File: src/rtl/divisor_freq_prog_if.sv
// Control/status bundle for the programmable frequency divider.
// master drives the controls and reads the status; slave is the divider.
interface divisor_freq_prog_if #(
  parameter int WIDTH = 24
);
  logic             halt;
  logic             load;
  logic             step;
  logic [WIDTH-1:0] div_value;
  logic             tick;
  logic             new_clock;
  logic [WIDTH-1:0] count;
  logic [WIDTH-1:0] div_active;

  modport master (
    output halt, load, step, div_value,
    input  tick, new_clock, count, div_active
  );

  modport slave (
    input  halt, load, step, div_value,
    output tick, new_clock, count, div_active
  );
endinterface

File: src/rtl/divisor_freq_prog.sv
// Programmable frequency divider: counts 0..div_reg-1, pulses tick at the
// terminal count and toggles new_clock, giving a square wave of period
// 2*div_reg. Supports runtime divisor load, halt (freeze) and, when the
// macro DIVISOR_FREQ_STEP_EN is defined, single-stepping while halted.
module divisor_freq_prog #(
  parameter int WIDTH       = 24,
  parameter int DEFAULT_DIV = 12500000
) (
  input  logic                 clock_fpga,
  input  logic                 congela,
  divisor_freq_prog_if.slave   bus
);

  logic [WIDTH-1:0] count_q, count_d;
  logic [WIDTH-1:0] div_q,   div_d;
  logic             tick_q,  tick_d;
  logic             nclk_q,  nclk_d;
  logic             term;

  // div_q is never 0 (reset value is legal and loads clamp 0 to 1), so
  // div_q-1 never underflows and count can never run past it.
  assign term = (count_q == (div_q - WIDTH'(1)));

`ifdef DIVISOR_FREQ_STEP_EN
  logic step_q;
  logic step_rise;

  assign step_rise = bus.step & ~step_q;

  // Edge detector on step so a held request produces a single advance.
  always_ff @(posedge clock_fpga) begin
    if (congela) step_q <= 1'b0;
    else         step_q <= bus.step;
  end
`else
  logic unused_step;
  assign unused_step = bus.step;
`endif

  // Next-state: load beats halt/step, which beat normal counting.
  always_comb begin
    count_d = count_q;
    div_d   = div_q;
    tick_d  = 1'b0;
    nclk_d  = nclk_q;
    if (bus.load) begin
      div_d   = (bus.div_value == '0) ? WIDTH'(1) : bus.div_value;
      count_d = '0;
    end else if (bus.halt) begin
`ifdef DIVISOR_FREQ_STEP_EN
      if (step_rise) begin
        tick_d  = 1'b1;
        nclk_d  = ~nclk_q;
        count_d = '0;
      end
`endif
    end else if (term) begin
      count_d = '0;
      tick_d  = 1'b1;
      nclk_d  = ~nclk_q;
    end else begin
      count_d = count_q + WIDTH'(1);
    end
  end

  // State registers with synchronous reset to the default divisor.
  always_ff @(posedge clock_fpga) begin
    if (congela) begin
      count_q <= '0;
      div_q   <= WIDTH'(DEFAULT_DIV);
      tick_q  <= 1'b0;
      nclk_q  <= 1'b0;
    end else begin
      count_q <= count_d;
      div_q   <= div_d;
      tick_q  <= tick_d;
      nclk_q  <= nclk_d;
    end
  end

  assign bus.tick       = tick_q;
  assign bus.new_clock  = nclk_q;
  assign bus.count      = count_q;
  assign bus.div_active = div_q;

endmodule

File: src/flat_wrapper.sv
// flat-port wrapper written by rule: the top's interface ports become plain ports
module divisor_freq_prog_flat 
#(
  parameter int WIDTH       = 24,
  parameter int DEFAULT_DIV = 12500000
)
  (clock_fpga, congela, bus_halt, bus_load, bus_step, bus_div_value, bus_tick, bus_new_clock, bus_count, bus_div_active);
  divisor_freq_prog_if #(.WIDTH(WIDTH)) bus_i ();
  input  logic clock_fpga;
  input  logic congela;
  input wire logic [$bits(bus_i.halt)-1:0] bus_halt;
  input wire logic [$bits(bus_i.load)-1:0] bus_load;
  input wire logic [$bits(bus_i.step)-1:0] bus_step;
  input wire logic [$bits(bus_i.div_value)-1:0] bus_div_value;
  output wire logic [$bits(bus_i.tick)-1:0] bus_tick;
  output wire logic [$bits(bus_i.new_clock)-1:0] bus_new_clock;
  output wire logic [$bits(bus_i.count)-1:0] bus_count;
  output wire logic [$bits(bus_i.div_active)-1:0] bus_div_active;
  assign bus_i.halt = bus_halt;
  assign bus_i.load = bus_load;
  assign bus_i.step = bus_step;
  assign bus_i.div_value = bus_div_value;
  assign bus_tick = bus_i.tick;
  assign bus_new_clock = bus_i.new_clock;
  assign bus_count = bus_i.count;
  assign bus_div_active = bus_i.div_active;
  divisor_freq_prog #(.WIDTH(WIDTH), .DEFAULT_DIV(DEFAULT_DIV)) u_core (.clock_fpga(clock_fpga), .congela(congela), .bus(bus_i));
endmodule
File: config.mk
export PLATFORM = sky130hd
export DESIGN_NAME = divisor_freq_prog_flat
export DESIGN_NICKNAME = d
export VERILOG_FILES = /design/src/rtl/divisor_freq_prog_if.sv /design/src/rtl/divisor_freq_prog.sv /design/src/flat_wrapper.sv
export SDC_FILE = /design/constraint.sdc
export NUM_CORES = 1
export LEC_CHECK = 0
export CAP_MARGIN = 20
export CORE_UTILIZATION = 44
export DETAILED_ROUTE_END_ITERATION = 8
export PLACE_DENSITY = 0.77
export SYNTH_ARGS = -nofsm -noshare
export SYNTH_HDL_FRONTEND = slang
export SYNTH_SLANG_ARGS = --single-unit
File: constraint.sdc
create_clock -name clock_fpga -period 3 [get_ports clock_fpga]
set_clock_uncertainty 0.1 [all_clocks]
set_input_delay 0.9 -clock clock_fpga [delete_from_list [all_inputs] [get_ports clock_fpga]]
set_output_delay 0.9 -clock clock_fpga [all_outputs]
set_load 0.005 [all_outputs]
# Word level (Yosys, flattened, before mapping)
# Cells that the tools add are included.
classes:
  n_eq_ne: 1
  muxes: 3
  n_addsub: 2
  bitwise_logic: 3
  reduce_logical: 4
op_table:
  columns: ["op", "count"]
  rows:
  - ["24-bit two-way mux", 2]
  - ["24-bit by 1-bit adder with 24-bit output, second input constant", 1]
  - ["24-bit equality test", 1]
  - ["24-bit zero test", 1]
  - ["24-bit by 1-bit subtractor with 24-bit output, second input constant", 1]
  - ["1-bit inverter", 3]
  - ["3-bit AND reduction", 1]
  - ["3-bit OR reduction", 1]
  - ["2-bit OR reduction", 1]
  - ["1-bit two-way mux", 1]
word_totals:
  input_bits: 29
  output_inout_bits: 50
  ff_bits: 50
  elab_cells: 17

# Longest topological paths before layout
# Gate-level depths: netlist (run 1).
logic_depth:
  depth_word: 3
  ltp_mapped: 10
  ltp_nobuf: 9

# Worst setup path before layout (run 1)
# Ideal clock, no wire load.
synth_timing:
  kind: "reg2reg"
  from: "register u_core.div_q[8], in the netlist u_core.bus.div_active[8]"
  to: "register u_core.nclk_q, in the netlist u_core.bus.new_clock"
  slack_ps: -194
  t_required_ps: 2777
  setup_ps: 123
  period_less_slack_ps: 3194
  path_buffers: 1
  path_stages_with_launch: 9
  arrival_ps: 2971
  path_cell_list: "dfxtp_1 > buf_6 > or4_4 > nor4_4 > a21oi_2 > or4_1 > or4b_1 > nor4b_2 > mux2_1"
synth_between:
  elab_chain_cells: 3
synth_rtl:
  columns: ["item", "line", "source"]
  rows:
  - ["start: declaration", "divisor_freq_prog.sv:15", "logic [WIDTH-1:0] div_q, div_d;"]
  - ["start signal: assignment", "divisor_freq_prog.sv:70", "div_q <= WIDTH'(DEFAULT_DIV);"]
  - ["start signal: assignment", "divisor_freq_prog.sv:75", "div_q <= div_d;"]
  - ["24-bit by 1-bit subtractor with 24-bit output", "divisor_freq_prog.sv:22", "assign term = (count_q == (div_q - WIDTH'(1)));"]
  - ["24-bit equality test", "divisor_freq_prog.sv:22", null]
  - ["3-bit AND reduction (no line)", null, null]
  - ["end signal: assignment", "divisor_freq_prog.sv:77", "nclk_q <= nclk_d;"]
  - ["end: declaration", "divisor_freq_prog.sv:17", "logic nclk_q, nclk_d;"]
# No other way between the ends.
# A chain may end at the register's enable or synchronous reset.

# Worst setup path in the final report (run 1)
layout_timing:
  from: "register u_core.div_q[5], in the netlist u_core.bus.div_active[5]"
  to: "register u_core.nclk_q, in the netlist u_core.bus.new_clock"
# The elaborated chain is that of the path after synthesis.

==> results of run 1 <==
==> final timing paths <==
path	slack (ns)	endpoint	from	cells past startpoint
max	-0.05	u_core.bus.new_clock	u_core.bus.div_active[5]	9
min	0.45	u_core.bus.count[1]	u_core.bus.count[1]	2
max reg2reg	-0.05	u_core.bus.new_clock	u_core.bus.div_active[5]	9
min reg2reg	0.45	u_core.bus.count[1]	u_core.bus.count[1]	2
==> power by group <==
group,switching (mW),total (mW),internal [mW]
combinational,0.147,0.331,0.184
sequential,0.0252,0.711,0.686
clock,0.223,0.469,0.246
==> stage by stage <==
step | hold WS, ns | setup TNS, ns | cell area, um^2
2_1_floorplan | 0.402 | -0.0973 | 3000
3_3_place_gp | 0.421 | -0.133 | 4100
3_5_place_dp | 0.424 | -0.206 | 4100
4_1_cts | 0.438 | -0.108 | 4250
5_1_grt | 0.505 | -0.166 | 4290
6_report | 0.454 | -0.0540 | 4290
==> cell families after synthesis <==
| group | count (synthesis) | share of synthesized area |
|---|---|---|
| AOI/OAI and AO/OA | 52 | 0.136 |
| DFF | 50 | 0.338 |
| buffers and inverters | 28 | 0.0389 |
| adders and majority gates | 2 | 0.00846 |
| and+or+nand+nor | 165 | 0.321 |
| muxes | 1 | 0.00381 |
| xor gates and xnor gates | 52 | 0.154 |
==> worst reg2reg max path, cell delays in order (launching register included) <==
cell and delay (ns):
dfxtp_1 0.34, buf_4 0.16, nor4_2 0.28, buf_4 0.16, nand4_1 0.15, xnor2_2 0.20, or4_1 0.46, or4b_4 0.50
nor4b_4 0.27, mux2_4 0.32
==> per-layer routing <==
| layer | vias to the layer above | global-route usage | wire (um) |
|---|---|---|---|
| li1 | 1493 | - | - |
| met1 | 1465 | 0.332 | 4030 |
| met2 | 93 | 0.423 | 4090 |
| met3 | 12 | 0.0336 | 359 |
| met4 | 0 | 0.0674 | 131 |
| met5 | - | 0 | 0 |
==> sequential cells by signal, summed over array words and instances (netlist names) <==
name and count:
u_core.bus.tick 1, u_core.bus.new_clock 1, u_core.bus.div_active 24, u_core.bus.count 24
==> Yosys cell counts (2+ instances only) <==
cell type  instances  area, um^2
and3_1             6        37.5
buf_2              2        10.0
o31ai_1            2        15.0
a211oi_1           2        15.0
a22o_1            11        96.3
a21oi_1            8        40.0
inv_1              7        26.3
nand3_1           13        65.1
and4_1             3        26.3
and3b_1            2        17.5
and2_1             5        31.3
a211o_1           12         105
nand4b_1           2        17.5
nor3_1            33         165
o21ai_0            4        20.0
xor2_1            17         149
or4_1              3        22.5
nor2_1            21        78.8
nand2_1           19        71.3
nand3b_1           2        15.0
nor4_1            14        87.6
nand4_1            9        56.3
o2111ai_1          4        35.0
xnor2_1           35         307
nor2b_1           18         113
ha_1               2        25.0
or3_1              3        18.8
dfxtp_1           50        1000
clkbuf_1          17        63.8
==> final cells by class <==
cell class	instances	area share
multi-input cells	272	0.452
repair buffers	121	0.259
flip-flops and latches	50	0.234
well taps	77	0.0224
clock buffers	5	0.0160
clock inverters	3	0.00933
inverters	7	0.00612
==> placed cells by master, fill, tap and decap left out, drive strengths merged, types with 2 or more instances in the layout <==
master | netlist | routed
nor2 | 21 | 21
nand4 | 9 | 9
buf | 4 | 44
and3b | 2 | 2
clkinv | 0 | 2
nor4 | 16 | 16
a211oi | 2 | 2
o31ai | 2 | 2
a22o | 11 | 11
or4 | 4 | 4
a211o | 12 | 12
and2 | 5 | 5
or3 | 3 | 3
nand3b | 2 | 2
a21oi | 9 | 9
o21ai | 5 | 5
ha | 2 | 2
clkdlybuf4s50 | 0 | 77
and4 | 3 | 3
nand3 | 13 | 13
xor2 | 17 | 17
nor3 | 33 | 33
dfxtp | 50 | 50
nand4b | 2 | 2
clkbuf | 17 | 5
nor2b | 18 | 18
nor4b | 2 | 2
o2111ai | 4 | 4
inv | 7 | 7
nand2 | 19 | 19
and3 | 6 | 6
xnor2 | 35 | 35
==> what timing repair did <==
action                     in CTS  in global routing
buffers inserted                0                  1
hold buffers                    0                  0
setup endpoints to repair       1                 26
gates resized for setup         8                  8
pin swaps                       6                  3
==> impl_metrics.toml, run 1 <==
[setup_path]
end_kind = "register"
crit_chain = "buf_4, nor4_2, buf_4, nand4_1, xnor2_2, or4_1, or4b_4, nor4b_4, mux2_4"
worstPathArrival_ns = 3.16
critPathTopFamily = "simple AND/OR/NAND/NOR gates"
cp_common_cell = "buf_4"
critPathMaxFanout = 7
crit_path_start_kind = "register"
cp.required_ns = 3.10
max_stage_delay_ns = 0.50
crit_type = "register to register"
slowest_stage = "or4b_4"
path_buf_inv = 2

[cts]
htreeDepth = 2
cts_tree = "yes"
clk-insertion-delay-late_ns = 0.30
ctsLongestPathBuffers = 2
cts_root_buf = "clkbuf_8"
clk_pin_slew_ns = 0.09
clock-sinks = 50
cts_made_buffers = 5

[floorplan]
rows = 29
die_w_um = 84.0
start_util = 0.461
die_y_um = 84.0
pin_count = 79
die-area_um2 = 7050
core_area_um2 = 6420

[placed_design]
dp_hpwl_um = 6440
dp.cells = 526
gp_congestion = 0.869
port_buffers = 77
place_ws_ns = -0.206

[synth]
ys_seq_area_frac = 0.338
netlist_area_um2 = 2960
syn_avg_cell_area_um2 = 8.45
synth-edff-count = 0
ys_ff_latch = 50
syn_nets = 381
netlist-cell-type-count = 53
syn_inst = 350
yosysWarnings = 0
async_flop_share = 0
yosys_most_used_dff = "dfxtp_1"

[detailed_routing]
avgViaCountPerCell = 5.73
drt_iter0_markers = 157
wl_per_cell_um = 16.1
drtAntennaViolNets = 0
drt-pass1-iter-count = 6
drc = 12
postRouteWirelength_um = 8620
vias = 3063

[sta]
worst_slew_pin_slew_ns = 0.741
hold_viol = 0
rsz0062_at_grt = "true"
maxSlewViolCount = 0
fin_crit_sh = 1.02
setup_slack_ns = -0.0540
max_freq_mhz = 327
setup_viol = 1
period_needed_ns = 3.05
slew_headroom = 0.504

[global_routing]
grt_antenna_before_repair = 0
grt_pass1_wl_um = 14200
grt_overflow = 0
grt_usage = 0.249
grt_pass1_vias = 2857
grt_max_degree = 29

[layout]
final_nets = 488
area_delta_synth_final_pct = 45.1
fin_cells = 535
multiInputGateArea_um2 = 1940
fill_cells = 520
utilization = 0.668
seqCellArea_um2 = 1000
num_antenna_cells = 0
layout-drive-gt1-share = 0.164

[power_and_ir_drop]
power_leakage_nw = 1.56
total_power_mw = 1.51
ir_drop_mv = 0.196
power_density_nw_per_um2 = 352

[worst_hold_path]
min-delay-path-class = "register to register"

[outcome]
status = "complete, but fails checks"
violations = "design-rule violations, negative setup slack"

[flow_run]
drv_cap = 0
No activity file was read; power rests on OpenSTA's default activity.
==> inputs of run 2 (changes only) <==
- CORE_MARGIN: unset -> 4
- SLEW_MARGIN: unset -> 20
==> run 2 against run 1 <==
Effect of this change:
- the run ends with negative setup slack left
- sequential share of layout area decreased by 0.73 points
- die area grew 15%
- power up 1.9%
- worst setup slack got worse by 0.085 ns
- sequential power barely moved
- non-clock buffer count grew 7
- critical endpoint unchanged
- first-iteration DRC count grew 17%
- critical path type unchanged
==> impl_metrics.toml, run 2 (synthesis results as in run 1) <==
[outcome]
status = "complete, but fails checks"
violations = "negative setup slack"

[cts]
ctsLongestPathBuffers = 2
cts_made_buffers = 5
cts_tree = "yes"
clk-insertion-delay-late_ns = 0.31
cts_root_buf = "clkbuf_8"
htreeDepth = 2
clock-sinks = 50
clk_pin_slew_ns = 0.09

[worst_hold_path]
min_path_cells = 2
min_from = "u_core.bus.count[1]"
min_to = "u_core.bus.count[1]"
min-delay-path-class = "register to register"

[sta]
period_needed_ns = 3.14
hold_viol = 0
setup_viol = 1
max_freq_mhz = 319
fin_crit_sh = 1.05
slew_headroom = 0.463
setup_slack_ns = -0.139
setup-tns-final_ns = -0.139
worst_slew_pin_slew_ns = 0.803
rsz0062_at_grt = "true"
maxSlewViolCount = 0

[global_routing]
grtUsageMet1 = 0.271
grt_overflow = 0
grt_antenna_before_repair = 0
grt_usage = 0.218
grtUsageMet2 = 0.390
grt_util_met3 = 0.0376
grt_max_degree = 27
busiest_layer = "met2"
grt_pass1_vias = 3066
grt_pass1_wl_um = 14800

[setup_path]
worstPathArrival_ns = 3.24
cp.required_ns = 3.10
rr_startpoint = "u_core.bus.div_active[1]"
critPathMaxFanout = 4
end_kind = "register"
regToRegSetupSlack_ns = -0.14
crit_path_start_kind = "register"
r2r_end = "u_core.bus.new_clock"
worst-r2r-cell-count = 8
crit_type = "register to register"

[power_and_ir_drop]
power_density_nw_per_um2 = 347
ir_drop_mv = 0.277
total_power_mw = 1.54
power_leakage_nw = 1.59

[layout]
layout_commonest_cell = "clkdlybuf4s50_1"
layout-drive-gt1-share = 0.196
fill_cells = 499
num_antenna_cells = 0
area_delta_synth_final_pct = 50.1
final_nets = 495
final_cell_mix = "clkdlybuf4s50_1 (77), buf_4 (47), dfxtp_1 (47)"

[floorplan]
rows = 29
die_w_um = 90.0
pin_count = 79
die-area_um2 = 8100
start_util = 0.461
core_area_um2 = 6420
die_y_um = 90.0

[detailed_routing]
avgViaCountPerCell = 5.80
drtAntennaViolNets = 0
wl_per_cell_um = 17.1
postRouteWirelength_um = 9270
drt_iter0_markers = 183
vias = 3144
drc = 0
drt-pass1-iter-count = 5

[placed_design]
dp_hpwl_um = 6750
port_buffers = 77
gp_congestion = 0.901
place_ws_ns = -0.201

[flow_run]
drv_cap = 0
==> run 2: per-stage QoR <==
stage	cell area (um^2)	cells	hold slack (ns)	utilization
2_1_floorplan	3000	350	0.402	-
3_3_place_gp	4090	524	0.421	0.636
3_5_place_dp	4090	524	0.427	0.636
4_1_cts	4270	537	0.439	0.664
5_1_grt	4440	542	0.483	0.691
6_report	4440	542	0.441	0.691
==> run 2: area by class of cell <==
class,count,area (um^2),share of cell area
tap,77,96.3,0.0217
timing repair buffer,128,1200,0.271
multi-input combinational,272,1990,0.449
sequential,50,1010,0.227
inverter,7,26.3,0.00592
clock inverter,3,45.0,0.0101
clock buffer,5,68.8,0.0155
==> run 2: worst max-delay path by stage <==
stage	slack, ns	start	cells after the start	endpoint
detailed placement	-0.20	u_core.bus.div_active[0]	7	u_core.bus.new_clock
global route	-0.23	u_core.bus.div_active[0]	10	u_core.bus.new_clock
CTS	-0.08	u_core.bus.div_active[7]	7	u_core.bus.new_clock
global placement	-0.14	u_core.bus.div_active[0]	7	u_core.bus.new_clock
floorplan	-0.1	u_core.bus.div_active[2]	9	u_core.bus.new_clock
finish	-0.14	u_core.bus.div_active[1]	8	u_core.bus.new_clock
==> run 2: repair_timing <==
item	4_1_cts	5_1_grt
buffers inserted	5	6
hold buffers	0	0
resized for setup	8	18
pin swaps	7	6
setup endpoints to repair	1	26
cloned	0	3
==> run 2: where the power goes <==
group	switching, mW	internal, mW
logic	0.158	0.193
registers	0.0234	0.685
clock network	0.232	0.248
total	0.413	1.13
==> run 2: metal layers <==
layer  share of wire  vias up
li1                -     1509
met1            0.44     1499
met2            0.50      121
met3           0.053       15
met4           0.012        0
met5               0        -
==> run 2: critical path: stages (launching register included) <==
cell     delay, ns
dfxtp_2       0.34
buf_4         0.12
or4_4         0.54
nor3_4        0.17
xnor2_2       0.11
or4_1         0.52
or4b_1        0.49
nor4b_2       0.26
mux2_2        0.38
